===== src/rtl/sim_run_controller_if.sv =====
// Request/status bundle between the simulation top level and the run sequencer.
// The controller takes the slave side; the DPI/top-level wrapper takes the master side.
interface sim_run_controller_if #(
  parameter int COUNT_WIDTH = 32
);
  logic                   finish_req;
  logic                   soft_reset_req;
  logic                   core_rst_n;
  logic                   aux_rst_n;
  logic                   run_active;
  logic [COUNT_WIDTH-1:0] cycle_count;
  logic                   finish_now;
  logic                   done;

  modport master (
    output finish_req, soft_reset_req,
    input  core_rst_n, aux_rst_n, run_active, cycle_count, finish_now, done
  );

  modport slave (
    input  finish_req, soft_reset_req,
    output core_rst_n, aux_rst_n, run_active, cycle_count, finish_now, done
  );
endinterface


===== src/rtl/sim_run_controller.sv =====
// Run sequencer: staggered reset release, run-cycle counting, and a drained
// finish that ends in a single finish_now pulse. Every output is a register.
module sim_run_controller #(
  parameter int RESET_CYCLES = 20,
  parameter int AUX_DELAY    = 4,
  parameter int DRAIN_CYCLES = 8,
  parameter int COUNT_WIDTH  = 32
) (
  input  logic                  CLK,
  input  logic                  RST_N,
  sim_run_controller_if.slave   bus
);

  typedef enum logic [2:0] {HOLD, STAGGER, RUN, DRAIN, DONE} state_e;

  localparam int HOLD_MAX = (RESET_CYCLES > AUX_DELAY) ? RESET_CYCLES : AUX_DELAY;
  localparam int HOLD_W   = $clog2(HOLD_MAX + 1);
  localparam int DRAIN_W  = $clog2(DRAIN_CYCLES + 1);

  localparam logic [HOLD_W-1:0]  CORE_LAST  = HOLD_W'(RESET_CYCLES - 1);
  localparam logic [HOLD_W-1:0]  AUX_LAST   = HOLD_W'(AUX_DELAY - 1);
  localparam logic [DRAIN_W-1:0] DRAIN_LAST = DRAIN_W'(DRAIN_CYCLES - 1);

  state_e                 state_q, state_d;
  logic [HOLD_W-1:0]      hold_q, hold_d;
  logic [DRAIN_W-1:0]     drain_q, drain_d;
  logic                   pending_q, pending_d;
  logic [COUNT_WIDTH-1:0] count_q, count_d, count_inc;
  logic                   core_q, core_d;
  logic                   aux_q, aux_d;
  logic                   run_q, run_d;
  logic                   finish_q, finish_d;
  logic                   done_q, done_d;

  // Saturate rather than wrap so a very long run never reads as a short one.
  assign count_inc = (count_q == '1) ? count_q : count_q + COUNT_WIDTH'(1);

  always_comb begin
    // NOTE: every next-value signal takes its default before the case, so no branch leaves one unassigned and no latch is inferred.
    state_d   = state_q;
    hold_d    = hold_q;
    drain_d   = drain_q;
    pending_d = pending_q;
    count_d   = count_q;
    core_d    = core_q;
    aux_d     = aux_q;
    finish_d  = 1'b0;
    done_d    = done_q;

    case (state_q)
      HOLD: begin
        pending_d = pending_q | bus.finish_req;
        hold_d    = hold_q + HOLD_W'(1);
        if (hold_q == CORE_LAST) begin
          core_d = 1'b1;
          hold_d = '0;
          if (AUX_DELAY == 0) begin
            aux_d   = 1'b1;
            state_d = RUN;
          end else begin
            state_d = STAGGER;
          end
        end
      end

      STAGGER: begin
        pending_d = pending_q | bus.finish_req;
        hold_d    = hold_q + HOLD_W'(1);
        if (hold_q == AUX_LAST) begin
          aux_d   = 1'b1;
          hold_d  = '0;
          state_d = RUN;
        end
      end

      RUN: begin
        count_d = count_inc;
        if (bus.soft_reset_req) begin
          // A finish arriving with the soft reset is remembered, not dropped.
          state_d   = HOLD;
          core_d    = 1'b0;
          aux_d     = 1'b0;
          count_d   = '0;
          hold_d    = '0;
          pending_d = pending_q | bus.finish_req;
        end else if (bus.finish_req || pending_q) begin
          state_d   = DRAIN;
          drain_d   = '0;
          pending_d = 1'b0;
        end
      end

      DRAIN: begin
        count_d = count_inc;
        drain_d = drain_q + DRAIN_W'(1);
        if (drain_q == DRAIN_LAST) begin
          finish_d = 1'b1;
          done_d   = 1'b1;
          state_d  = DONE;
        end
      end

      DONE: begin
        state_d = DONE;
      end

      default: state_d = HOLD;
    endcase

    run_d = (state_d == RUN) || (state_d == DRAIN);
  end

  always_ff @(posedge CLK or negedge RST_N) begin
    if (!RST_N) begin
      state_q   <= HOLD;
      hold_q    <= '0;
      drain_q   <= '0;
      pending_q <= 1'b0;
      count_q   <= '0;
      core_q    <= 1'b0;
      aux_q     <= 1'b0;
      run_q     <= 1'b0;
      finish_q  <= 1'b0;
      done_q    <= 1'b0;
    end else begin
      // NOTE: non-blocking assignments make every register update from the same pre-edge values.
      state_q   <= state_d;
      hold_q    <= hold_d;
      drain_q   <= drain_d;
      pending_q <= pending_d;
      count_q   <= count_d;
      core_q    <= core_d;
      aux_q     <= aux_d;
      run_q     <= run_d;
      finish_q  <= finish_d;
      done_q    <= done_d;
    end
  end

  assign bus.core_rst_n  = core_q;
  assign bus.aux_rst_n   = aux_q;
  assign bus.run_active  = run_q;
  assign bus.cycle_count = count_q;
  assign bus.finish_now  = finish_q;
  assign bus.done        = done_q;

endmodule


===== src/flat_wrapper.sv =====
// flat-port wrapper written by rule: the top's interface ports become plain ports
module sim_run_controller_flat 
#(
  parameter int RESET_CYCLES = 20,
  parameter int AUX_DELAY    = 4,
  parameter int DRAIN_CYCLES = 8,
  parameter int COUNT_WIDTH  = 32
)
  (CLK, RST_N, bus_finish_req, bus_soft_reset_req, bus_core_rst_n, bus_aux_rst_n, bus_run_active, bus_cycle_count, bus_finish_now, bus_done);
  sim_run_controller_if #(.COUNT_WIDTH(COUNT_WIDTH)) bus_i ();
  input  logic CLK;
  input  logic RST_N;
  input wire logic [$bits(bus_i.finish_req)-1:0] bus_finish_req;
  input wire logic [$bits(bus_i.soft_reset_req)-1:0] bus_soft_reset_req;
  output wire logic [$bits(bus_i.core_rst_n)-1:0] bus_core_rst_n;
  output wire logic [$bits(bus_i.aux_rst_n)-1:0] bus_aux_rst_n;
  output wire logic [$bits(bus_i.run_active)-1:0] bus_run_active;
  output wire logic [$bits(bus_i.cycle_count)-1:0] bus_cycle_count;
  output wire logic [$bits(bus_i.finish_now)-1:0] bus_finish_now;
  output wire logic [$bits(bus_i.done)-1:0] bus_done;
  assign bus_i.finish_req = bus_finish_req;
  assign bus_i.soft_reset_req = bus_soft_reset_req;
  assign bus_core_rst_n = bus_i.core_rst_n;
  assign bus_aux_rst_n = bus_i.aux_rst_n;
  assign bus_run_active = bus_i.run_active;
  assign bus_cycle_count = bus_i.cycle_count;
  assign bus_finish_now = bus_i.finish_now;
  assign bus_done = bus_i.done;
  sim_run_controller #(.RESET_CYCLES(RESET_CYCLES), .AUX_DELAY(AUX_DELAY), .DRAIN_CYCLES(DRAIN_CYCLES), .COUNT_WIDTH(COUNT_WIDTH)) u_core (.CLK(CLK), .RST_N(RST_N), .bus(bus_i));
endmodule

===== config.mk =====
export PLATFORM = sky130hd
export DESIGN_NAME = sim_run_controller_flat
export DESIGN_NICKNAME = d
export VERILOG_FILES = /design/src/rtl/sim_run_controller_if.sv /design/src/rtl/sim_run_controller.sv /design/src/flat_wrapper.sv
export SDC_FILE = /design/constraint.sdc
export NUM_CORES = 1
export LEC_CHECK = 0
export ABC_CLOCK_PERIOD_IN_PS = 3650
export CORE_ASPECT_RATIO = 0.7
export CORE_UTILIZATION = 45
export DETAILED_ROUTE_END_ITERATION = 8
export PLACE_DENSITY = 0.79
export SYNTH_ARGS = -nofsm -noshare
export SYNTH_HDL_FRONTEND = slang
export SYNTH_SLANG_ARGS = --single-unit

===== constraint.sdc =====
create_clock -name CLK -period 3.65 [get_ports CLK]
set_input_delay 0.73 -clock CLK [delete_from_list [all_inputs] [get_ports CLK]]
set_output_delay 0.73 -clock CLK [all_outputs]
set_load 0.005 [all_outputs]

After elaboration in Yosys (flattened, before gate mapping)
Index checks and enable logic that the tools add are counted.

word-level totals
  register bits = 50
  output and inout port bits = 37
  logic and storage cells = 71
  input port bits = 4

operators by class
  equality and inequality tests = 16
  reductions and logical operators = 15
  muxes and demuxes = 26
  bitwise operators = 1
  add/subtract/negate cells = 3

operators with widths
  operator               number
  $mux 32                2
  $pmux 32 s2            1
  $add 32x1->32 const B  1
  $eq 32x32->1 const B   1
  $mux 3                 5
  $mux 5                 3
  $pmux 3 s5             1
  $pmux 5 s3             1
  $eq 3x2->1 const B     4
  $reduce_and 3->1       3
  $mux 4                 2
  $pmux 4 s2             1
  $reduce_bool 2->1      4
  $mux 1                 7
  $ne 2x1->1 const B     3
  $pmux 1 s2             3
  $reduce_and 2->1       3
  $add 5x1->5 const B    1
  $eq 5x2->1 const B     1
  $eq 5x5->1 const B     1
  $add 4x1->4 const B    1
  $eq 4x3->1 const B     1
  $ne 2x2->1 const B     2
  $eq 3x1->1 const B     1
  7 further kinds        8

Longest topological paths before layout
  depth in word-level cells = 6
  depth in mapped cells = 8
  depth with buffers taken out = 6

Worst setup path after synthesis
OpenSTA, ideal clock, no wires.

  path type = register to register
  start point = reg u_core.count_q[0], in the netlist u_core.bus.cycle_count[0]
  end point = reg u_core.count_q[20], in the netlist u_core.bus.cycle_count[20]
  stages on the path, launching flop included = 7
  arrival time = 2.066 ns
  buffers on the path = 1
  path slack = 1.506 ns
  library setup time = 0.078 ns
  path through = dfrtp_1 ha_1 nand4_1 or4_1 buf_2 or4_1 a21oi_1

between the ends
  longest elaborated chain between the ends = 4
  elaborated cells between the ends (all ways) = 5

ends and longest elaborated chain
  element                                        line                       source
  from (decl)                                    sim_run_controller.sv:28   logic [COUNT_WIDTH-1:0] count_q, count_d, count_inc;
  from (signal assigned)                         sim_run_controller.sv:131  count_q <= count_d;
  $add 32x1->32 or $eq 32x32->1 (tied branches)  sim_run_controller.sv:36   assign count_inc = (count_q == '1) ? count_q : count_q + COUNT_WIDTH'(1);
  $mux 32 (*)                                    sim_run_controller.sv:36
  $mux 32                                        sim_run_controller.sv:78   if (bus.soft_reset_req) begin
  $pmux 32 s2 (*)                                sim_run_controller.sv:50   case (state_q)

Mark *: on every way between the ends. The rest lies on a longest branch, timed or not.
A chain may end at the register's enable or synchronous reset.

Final worst setup path
  start point = reg u_core.count_q[3], in the netlist u_core.bus.cycle_count[3]
  end point = reg u_core.count_q[29], in the netlist u_core.bus.cycle_count[29]

Same word-level chain as after synthesis.

==> summary.md <==
| Metric | Value |
|---|---|
| Initial DRC count | 101 |
| Hold path startpoint | u_core.bus.done |
| Cell area after synthesis | 2720 sq um |
| Top cell type by total area after synthesis | dfrtp_1 |
| Vias in the first global route | 2258 |
| Setup violations, final | 0 |
| Minimum clock period | 2.73 ns |
| Setup tns final | 0 ns |
| WL per Instance | 16.1 microns |
| Max Slew Vio Count | 0 |
| Yosys warning count | 0 |
| Most common cell after layout, fill and taps aside | dfrtp_1 |
| Die area | 6350 sq um |
| Largest net degree at the start of global routing | 36 |
| Crit end category | flop |
| FILL cells | 532 |
| Core Region | 5780 sq um |
| Flop2flop setup slack | 0.92 ns |
| Register area share after synthesis | 46.1% |
| Synthesis-to-finish area growth | 20.3% |
| Layout cells sized above 1 | 5.41% |
| Maxcap violations | 0 |
| Fmax | 366 MHz |
| Die height | 67.0 microns |
| Antenna-violating nets left | 0 |
| CTS sink cnt | 50 |
| TritonCTS Buffers | 5 |
| Async SR Flop Fraction | 100% |
| Grt total ovfl | 0 |
| Yosys cell types | 43 |
| Clk_lat worst skew | 0.31 ns |
| Hpwl dp | 4470 microns |
| Floorplan row count | 23 |
| Fin crit share | 74.9% |
| Seq cells post-synth | 50 |
| FF-to-FF Start | u_core.bus.cycle_count[3] |
| Top_reg_cell synth | dfrtp_1 |
| ANT cells | 0 |
| Synthesized area per cell | 9.14 sq um |
| CP max stage delay | 0.69 ns |
| Hold depth | 1 |
| RSZ-0062 raised after global routing | no |
| CTS root buf | clkbuf_8 |
| Outcome | completed |
| Post_cts resized | 0 |
| PD cells | 628 nW/um^2 |
| TritonCTS clock tree | yes |
| Initial antenna violation count | 0 |
| First-pass GRT wire length | 11100 microns |
| Post-layout nets | 339 |
| Worst min-delay path class | reg2reg |
| Commonest cells after routing, fill and taps aside | 50 x dfrtp_1, 39 x clkdlybuf4s50_1, 30 x a21oi_1, 28 x nor2_1, 25 x nand2_1 |
| H-tree depth | 2 |
| Pre-Repair DR Iteration Count | 5 |
| Startpoint Class | flop |
| Worst ir drop on vdd | 0.326 mV |
| Post-Synthesis Cells | 297 |
| Post-CTS Hold Buffers | 0 |
| Worst-path clk slew | 0.10 ns |
| Slew @ Worst Pin | 0.803 ns |
| DRC viols | 0 |
| Initial Utilization | 46.9% |
| Final Instance Count excl. Fillers | 408 |
| Fin util | 56.5% |
| # IOs | 41 |
| Final hold slack | 0.487 ns |
| Clock Skew | 0.0107 ns |
| R2r endpoint | u_core.bus.cycle_count[29] |
| Placed Cells | 400 |
| Final hold violations | 0 |
| Share of the synthesized area in the top cell type | 46.1% |
| Relative slew margins | 46.5% |
| Hold Path Sink | u_core.bus.done |
| Worst EP required | 3.90 ns |
| Die X | 94.8 microns |
| Max Root-Sink Buffers | 2 |
| Number of port buffers | 40 |
| WL final | 6560 microns |
| Reg2reg path depth | 5 |
| Kind of critical path | reg2reg |
| Placer Congestion | 0.883 |
| Final instance area | 3270 sq um |
| Crit Path Max Fanout | 12 |
| Total GRT Usage | 22.8% |
| Crit path DAT | 2.98 ns |
| Syn_nets | 304 |
| Critical path cell sequence | nand4_1 > or4_4 > a211o_1 > or4_1 > a21oi_1 |
| CP max-delay cell | or4_4 |
| Pleak | 0.00124 uW |
| Routed vias/inst | 6.08 |
| Area after DPL | 3160 sq um |
| Vias | 2479 |
| EDFF count, synth | 0 |
| Post-CTS setup buffers | 0 |
| Main area contributors after synthesis | dfrtp_1 46%, a21oi_1 5.5%, nor2_1 4.0%, o21ai_0 3.5%, nand2_1 3.5% |
-- worst max-delay path, delay by kind of cell (launching register included) --
| family | cells | cell delay (ns) |
|---|---|---|
| AO/OA/AOI/OAI | 2 | 0.57 |
| flip-flops | 1 | 0.46 |
| AND/OR/NAND/NOR | 3 | 1.64 |
-- kinds of logic (layout without fill, tap and decap cells) --
family / after synthesis / after routing / share of synthesized area (%)
AOI/OAI and AO/OA: 76 / 76 / 17.6
xor gates and xnor gates: 12 / 12 / 3.87
adders and majority gates: 3 / 3 / 1.38
buffers and inverters: 19 / 55 / 3.13
DFF: 50 / 50 / 46.1
and+or+nand+nor: 137 / 137 / 28.0
-- how the worst max path moves through the flow --
stage,startpoint,endpoint,cells after the start,slack [ns]
2_1_floorplan,u_core.bus.cycle_count[0],u_core.bus.cycle_count[20],6,1.51
3_3_place_gp,u_core.bus.cycle_count[3],u_core.bus.cycle_count[29],5,1.06
3_5_place_dp,u_core.bus.cycle_count[3],u_core.bus.cycle_count[29],5,0.96
4_1_cts,u_core.bus.cycle_count[3],u_core.bus.cycle_count[29],5,0.95
5_1_grt,u_core.bus.cycle_count[3],u_core.bus.cycle_count[29],5,0.79
6_report,u_core.bus.cycle_count[3],u_core.bus.cycle_count[29],5,0.92
-- cell usage after synthesis (2+ instances only) --
cell	instances
dfrtp_1	50
o41ai_1	3
o31ai_1	11
nand4_1	15
nand2b_1	5
ha_1	3
nand3_1	15
and4_1	2
o21ai_0	19
nand2_1	25
nor2_1	29
or2_2	3
a311oi_1	2
o2111ai_1	2
xor2_1	7
buf_2	2
clkbuf_1	10
nor2b_1	3
nor4_1	4
or4_1	11
and2_1	2
a21oi_1	30
inv_1	5
a22oi_1	2
or3_1	10
xnor2_1	5
nand4b_1	3
and4b_1	2
nor3_1	3
-- registers in the layout, summed over array words and instances (netlist names) --
register / flops
u_core.bus.cycle_count: 32
u_core.hold_q: 5
u_core.drain_q: 4
u_core.state_q: 3
u_core.bus.aux_rst_n: 1
u_core.bus.core_rst_n: 1
u_core.bus.done: 1
u_core.bus.finish_now: 1
u_core.bus.run_active: 1
u_core.pending_q: 1
-- final cells by class --
type | instances | area (sq um) | share of cell area, %
Tap cell | 75 | 93.8 | 2.87
Clock inverter | 2 | 37.5 | 1.15
Timing Repair Buffer | 42 | 410 | 12.6
Sequential cell | 50 | 1250 | 38.3
Inverter | 5 | 18.8 | 0.575
Clock buffer | 6 | 72.6 | 2.22
Multi-Input combinational cell | 228 | 1380 | 42.3
-- through the flow --
stage                     worst slack (ns)  power, uW
after floorplan                       1.51       1310
after detailed placement             0.964       1650
final                                0.917       2050
after CTS                            0.955       2060
after global placement                1.06       1630
after global routing                 0.792       2210
-- per-layer routing --
metal / vias up / wire [microns] / GRT usage (%)
met3: 9 / 354 / 4.68
met1: 1208 / 3170 / 32.7
li1: 1185 / - / -
met5: - / 0 / 0
met2: 77 / 2930 / 34.2
met4: 0 / 100 / 7.01
-- where the power goes --
part / internal, uW / switching [uW] / total, uW
Clock: 205 / 196 / 401
Sequential: 712 / 235 / 947
Combinational: 368 / 334 / 701
Total: 1280 / 765 / 2050
Power figures use the tool's default switching activity.
